**config.mk**
```make
export PLATFORM = sky130hd
export DESIGN_NAME = i_cache
export DESIGN_NICKNAME = d
export VERILOG_FILES = /design/src/rtl/i_cache.sv
export SDC_FILE = /design/constraint.sdc
export NUM_CORES = 1
export LEC_CHECK = 0
export ABC_AREA = 1
export CAP_MARGIN = 5
export CORE_ASPECT_RATIO = 1.1
export CORE_MARGIN = 2
export CORE_UTILIZATION = 40
export CTS_CLUSTER_DIAMETER = 120
export DETAILED_ROUTE_END_ITERATION = 12
export SLEW_MARGIN = 20
export SYNTH_ARGS = -nofsm -noshare
export SYNTH_HDL_FRONTEND = slang
export SYNTH_SLANG_ARGS = --single-unit
export TNS_END_PERCENT = 20
```
**constraint.sdc**
```tcl
create_clock -name CLK -period 18.2 [get_ports CLK]
set_clock_uncertainty 0.05 [all_clocks]
set_input_delay 2.73 -clock CLK [delete_from_list [all_inputs] [get_ports CLK]]
set_output_delay 2.73 -clock CLK [all_outputs]
set_load 0.01 [all_outputs]
```
**src/rtl/i_cache.sv**
```systemverilog
// Direct-mapped 8-line instruction cache that fills 128-bit blocks from instruction memory on a miss.
// Optional hit/miss counters are enabled with `define ICACHE_STATS_EN.
module i_cache #(
  parameter int SETS = 8
) (
  input  logic         CLK,
  input  logic         RESET,
  input  logic [31:0]  PC,
  output logic [31:0]  INSTRUCTION,
  output logic         CPU_BUSYWAIT,
  output logic         MEM_READ_EN,
  output logic [27:0]  MEM_READ_ADDR,
  input  logic         MEM_BUSYWAIT,
  input  logic [127:0] MEM_READ_DATA
`ifdef ICACHE_STATS_EN
  ,
  output logic [31:0]  HIT_COUNT,
  output logic [31:0]  MISS_COUNT
`endif
);

  typedef enum logic [1:0] {
    IDLE     = 2'd0,
    MEM_READ = 2'd1,
    UPDATE   = 2'd2
  } state_t;

  state_t state, next_state;

  logic [SETS-1:0] valid;
  logic [24:0]     tag_arr  [SETS];
  logic [127:0]    data_arr [SETS];
  logic [27:0]     miss_addr;

  logic [24:0] pc_tag;
  logic [2:0]  pc_index;
  logic [1:0]  pc_word;
  logic        hit;
  logic [31:0] sel_word;
  logic        unused_pc_bits;

  assign pc_tag         = PC[31:7];
  assign pc_index       = PC[6:4];
  assign pc_word        = PC[3:2];
  assign unused_pc_bits = ^PC[1:0];

  assign hit = (state == IDLE) && valid[pc_index] && (tag_arr[pc_index] == pc_tag);

  // NOTE: sequential state uses non-blocking assignments so every register samples pre-edge values.
  always_ff @(posedge CLK or posedge RESET) begin
    if (RESET) state <= IDLE;
    else       state <= next_state;
  end

  // NOTE: next_state gets a default before the case so no path leaves it unassigned (no latch).
  always_comb begin
    next_state = state;
    case (state)
      IDLE:     if (!hit) next_state = MEM_READ;
      MEM_READ: if (!MEM_BUSYWAIT) next_state = UPDATE;
      UPDATE:   next_state = IDLE;
      default:  next_state = IDLE;
    endcase
  end

  always_comb begin
    case (pc_word)
      2'd0:    sel_word = data_arr[pc_index][31:0];
      2'd1:    sel_word = data_arr[pc_index][63:32];
      2'd2:    sel_word = data_arr[pc_index][95:64];
      default: sel_word = data_arr[pc_index][127:96];
    endcase
  end

  always_comb begin
    MEM_READ_EN   = (state == MEM_READ);
    MEM_READ_ADDR = miss_addr;
    CPU_BUSYWAIT  = !hit;
    INSTRUCTION   = hit ? sel_word : 32'h0;
  end

  // The fill address is captured once so a PC change mid-fill cannot redirect the request.
  always_ff @(posedge CLK or posedge RESET) begin
    if (RESET) begin
      miss_addr <= 28'h0;
      valid     <= '0;
    end else begin
      if (state == IDLE && !hit) miss_addr <= PC[31:4];
      if (state == UPDATE)       valid[miss_addr[2:0]] <= 1'b1;
    end
  end

  // NOTE: tag and data arrays are deliberately not reset; the cleared valid bits make them don't-care.
  always_ff @(posedge CLK) begin
    if (state == UPDATE) begin
      tag_arr[miss_addr[2:0]]  <= miss_addr[27:3];
      data_arr[miss_addr[2:0]] <= MEM_READ_DATA;
    end
  end

`ifdef ICACHE_STATS_EN
  always_ff @(posedge CLK or posedge RESET) begin
    if (RESET) begin
      HIT_COUNT  <= 32'h0;
      MISS_COUNT <= 32'h0;
    end else if (state == IDLE) begin
      if (hit) HIT_COUNT  <= HIT_COUNT + 32'd1;
      else     MISS_COUNT <= MISS_COUNT + 32'd1;
    end
  end
`endif

endmodule

```
==> results list <==
* Run status: completed
- The longest clock path from root to sink contains 3 buffers.
- The die is 342 um wide.
- The largest total area in the synthesized netlist belongs to sky130_fd_sc_hd__edfxtp_1.
- Area enclosed by the die boundary: 0.128 sq mm
- Xor and xnor fraction of the mapped netlist area: 0%
- The net count of the finished layout is 4208.
- The synthesized netlist devotes 10.6% of its cell area to compound gates.
* Clock tree from TritonCTS: yes
* Synthesized area: between 0.05 and 0.06 sq mm
- Summing all non-filler instances in the final layout gives an area of 0.0580 sq mm.
- Maximum number of pins on one net before global-route repair: 211
- Commonest cells after routing, fill and taps aside: sky130_fd_sc_hd__edfxtp_1, sky130_fd_sc_hd__nand2_1, sky130_fd_sc_hd__nor2_1, sky130_fd_sc_hd__o21ai_0, sky130_fd_sc_hd__clkdlybuf4s50_1
- The detail route stage leaves a number of antenna-violating nets equal to 0.
- Detailed router's first-iteration violation count: 2811
- Averaged over all synthesized cells, the footprint is around 13 sq um.
- Final setup viols: 0
- Fraction of the mapped netlist area in adder cells: 0%
* Element type at the critical path start: input port
- The congestion estimate from routability-driven global placement came to 0.769.
- After detailed routing, the average wire length per cell comes to 23.7 um.
- Subtracting the final worst setup slack from the clock period gives 10.72 ns.
- After synthesis, the largest area contributor takes up 73.2% of total cell area.
* Part of the Yosys area used for sequential elements: 75.1%
- Achievable frequency: 0.0933 GHz
* Maximum fanout along the worst path: 88
- Site row count: roughly 140
- Post-Synthesis Cells: 3907
* Sum of overflow across all layers after global routing: 0
- After layout, the worst path uses 58.9% of the clock period.
- The H-tree was split into 4 levels.
* Type of the most critical hold path: flip-flop to flip-flop
- Max-cap violations in this run came to 0.
- The number of antenna violations at the first check in global routing is 27.
* Final setup TNS: 0 ns
- Most common cell after layout, fill and taps aside: sky130_fd_sc_hd__edfxtp_1
- Overall fraction of global-route tracks in use: 21.3%
- Headroom to the max-slew limit came out at 12.3%.
* Multiplexer share of the synthesized area: 0%
* PwrDens: 119 mW/mm^2
* Pre-antenna DRT Iters: 5
* I/O pin count: 225
- The detailed router placed 32012 vias in this run.
- Height of the die: approximately 380 um
- Total wire length: 138000 um
- Buffers inserted by post-CTS timing repair: 0
- Port buffering added around 220 buffers.
- Once the floorplan was initialized, standard cells occupied 40.2% of the core.
- STA classifies the critical path endpoint as an output port.
* Met2 track utilization from global routing: 35.5%
- Root buffer cell: sky130_fd_sc_hd__clkbuf_16
* Cell area after placement: around 0.054 sq mm
* Clock latency on the worst-skew pair: 0.75 ns
* Pins over their slew limit: 0
* Layout-stage area growth over the synthesis result: 15.6%
- Inserted Clock Buffers: 130
- The number of gates resized after CTS was 0.
- Final hold violation count: 0
- Critical path start-end classification: input port to output port
- Share of synthesized cell area in and, or, nand and nor gates: between 10% and 20%
- Setup repair after global routing missed its margin: false
* Synth Warn #: 0
- The via count of the first global-routing pass came to 31007.
* Leading cell types by total area after synthesis: sky130_fd_sc_hd__edfxtp_1, sky130_fd_sc_hd__o21ai_0, sky130_fd_sc_hd__nand2_1, sky130_fd_sc_hd__nor2_1, sky130_fd_sc_hd__o221ai_1
- Data arrival at the endpoint of the critical path: 7.94 ns
* Required time of the critical path: 15.42 ns
* P_leak: roughly 19 nW
- Clock slew seen by the registers of the worst setup and hold paths: around 0.060 ns
- Global routing usage on met3: ~3.8%
* Via density: roughly 5.5
* Core Footprint: 0.125 sq mm
* Global-route wire length before repair: 203000 um
* Combinational family with the most area after synthesis: simple AND/OR/NAND/NOR gates
- The layer flagged by global routing as most heavily used is met2.
* Post-route DRC: 0
- Post-detail-place hpwl: 73400 um
- Fraction of layout instances using a drive strength above 1: under 10%
- Least-Margin Pin Slew: roughly 1.3 ns
* CTS Sinks: between 1000 and 1500
- Distinct cells, synth: 27
* Syn_nets: 4070
- For this run, global-route usage on met1 was measured as roughly 28%.
* Number of flip-flops and latches in the synthesized netlist: 1262
* Total of hold buffers inserted after clock tree synthesis: 0
- VDD sags by at most 78.2 uV.
cells in the mapped netlist:
master,n
sky130_fd_sc_hd__a21oi_1,94
sky130_fd_sc_hd__a22oi_1,31
sky130_fd_sc_hd__a31oi_1,1
sky130_fd_sc_hd__a32o_1,31
sky130_fd_sc_hd__and3_1,1
sky130_fd_sc_hd__buf_1,26
sky130_fd_sc_hd__buf_2,73
sky130_fd_sc_hd__buf_4,6
sky130_fd_sc_hd__buf_6,1
sky130_fd_sc_hd__clkbuf_1,162
sky130_fd_sc_hd__dfrtp_1,38
sky130_fd_sc_hd__edfxtp_1,1224
sky130_fd_sc_hd__inv_1,114
sky130_fd_sc_hd__inv_2,2
sky130_fd_sc_hd__nand2_1,566
sky130_fd_sc_hd__nand3_1,184
sky130_fd_sc_hd__nand3b_1,17
sky130_fd_sc_hd__nand4_1,21
sky130_fd_sc_hd__nor2_1,560
sky130_fd_sc_hd__nor3_1,34
sky130_fd_sc_hd__o211ai_1,78
sky130_fd_sc_hd__o21a_1,3
sky130_fd_sc_hd__o21ai_0,433
sky130_fd_sc_hd__o21ai_1,28
sky130_fd_sc_hd__o221ai_1,116
sky130_fd_sc_hd__o22ai_1,60
sky130_fd_sc_hd__or2_2,3
layer usage:
| metal | share of wire, % | routed length [um] |
|---|---|---|
| met2 | 49 | 67500 |
| met4 | 2.9 | 3940 |
| met3 | 6.0 | 8300 |
| met5 | 0.098 | 135 |
| met1 | 42 | 57800 |
registers in the layout, indices dropped and copies added (netlist names):
signal and count:
tag_arr 200, MEM_READ_ADDR 28, state 2, data_arr 1024, valid 8
final cells by class:
class	count	area [sq um]
flip-flops and latches	1262	37700
multi-input cells	2261	11000
clock buffers	162	3500
inverters	116	455
clock inverters	69	551
diodes	9	22.5
fillers	10877	66700
repair buffers	274	2690
well taps	1656	2070
path summary, 6_finish.rpt:
check                      cells past startpoint  slack (ns)      from                 to
max in group asynchronous                      3       15.24     RESET  MEM_READ_ADDR[15]
min in group asynchronous                      3        2.43     RESET  MEM_READ_ADDR[23]
hold / removal                                 2        0.41  valid[4]           valid[4]
setup reg to reg                               6       14.39  state[1]   data_arr[6][126]
setup / recovery                              12        7.48     PC[4]    INSTRUCTION[17]
hold reg to reg                                2        0.41  valid[4]           valid[4]
worst max-delay path, stage by stage:
cell	delay, ns
sky130_fd_sc_hd__buf_8	0.41
sky130_fd_sc_hd__buf_4	0.67
sky130_fd_sc_hd__buf_4	0.70
sky130_fd_sc_hd__buf_4	0.87
sky130_fd_sc_hd__buf_4	0.65
sky130_fd_sc_hd__o21ai_0	0.20
sky130_fd_sc_hd__o221ai_1	0.25
sky130_fd_sc_hd__o211ai_1	0.11
sky130_fd_sc_hd__nand4_1	0.15
sky130_fd_sc_hd__nand2_1	0.07
sky130_fd_sc_hd__nor3_1	0.33
sky130_fd_sc_hd__clkdlybuf4s50_1	0.61
power breakdown:
part | internal, W | leakage, nW | switching, W
clock network | 0.00145 | 1.99 | 0.00109
logic | 0.000217 | 5.85 | 0.000514
registers | 0.00351 | 11.5 | 0.000116
total | 0.00518 | 19.3 | 0.00172
cell families after synthesis:
family	Yosys count
simple gates	1386
flops	1262
compound gates	875
buf+inv	384
through the flow:
step	cells	util (%)	setup slack (ns)	hold slack, ns	total power (W)
2_1_floorplan	3907	-	10.38	0.378	0.00408
3_5_place_dp	5569	43.2	7.52	0.399	0.00442
5_1_grt	5805	46.5	7.16	0.436	0.00714
6_report	5809	46.5	7.48	0.412	0.00690
3_3_place_gp	5569	43.2	7.56	0.389	0.00440
4_1_cts	5800	46.5	7.53	0.413	0.00696
(Power assumes the default switching activity.)
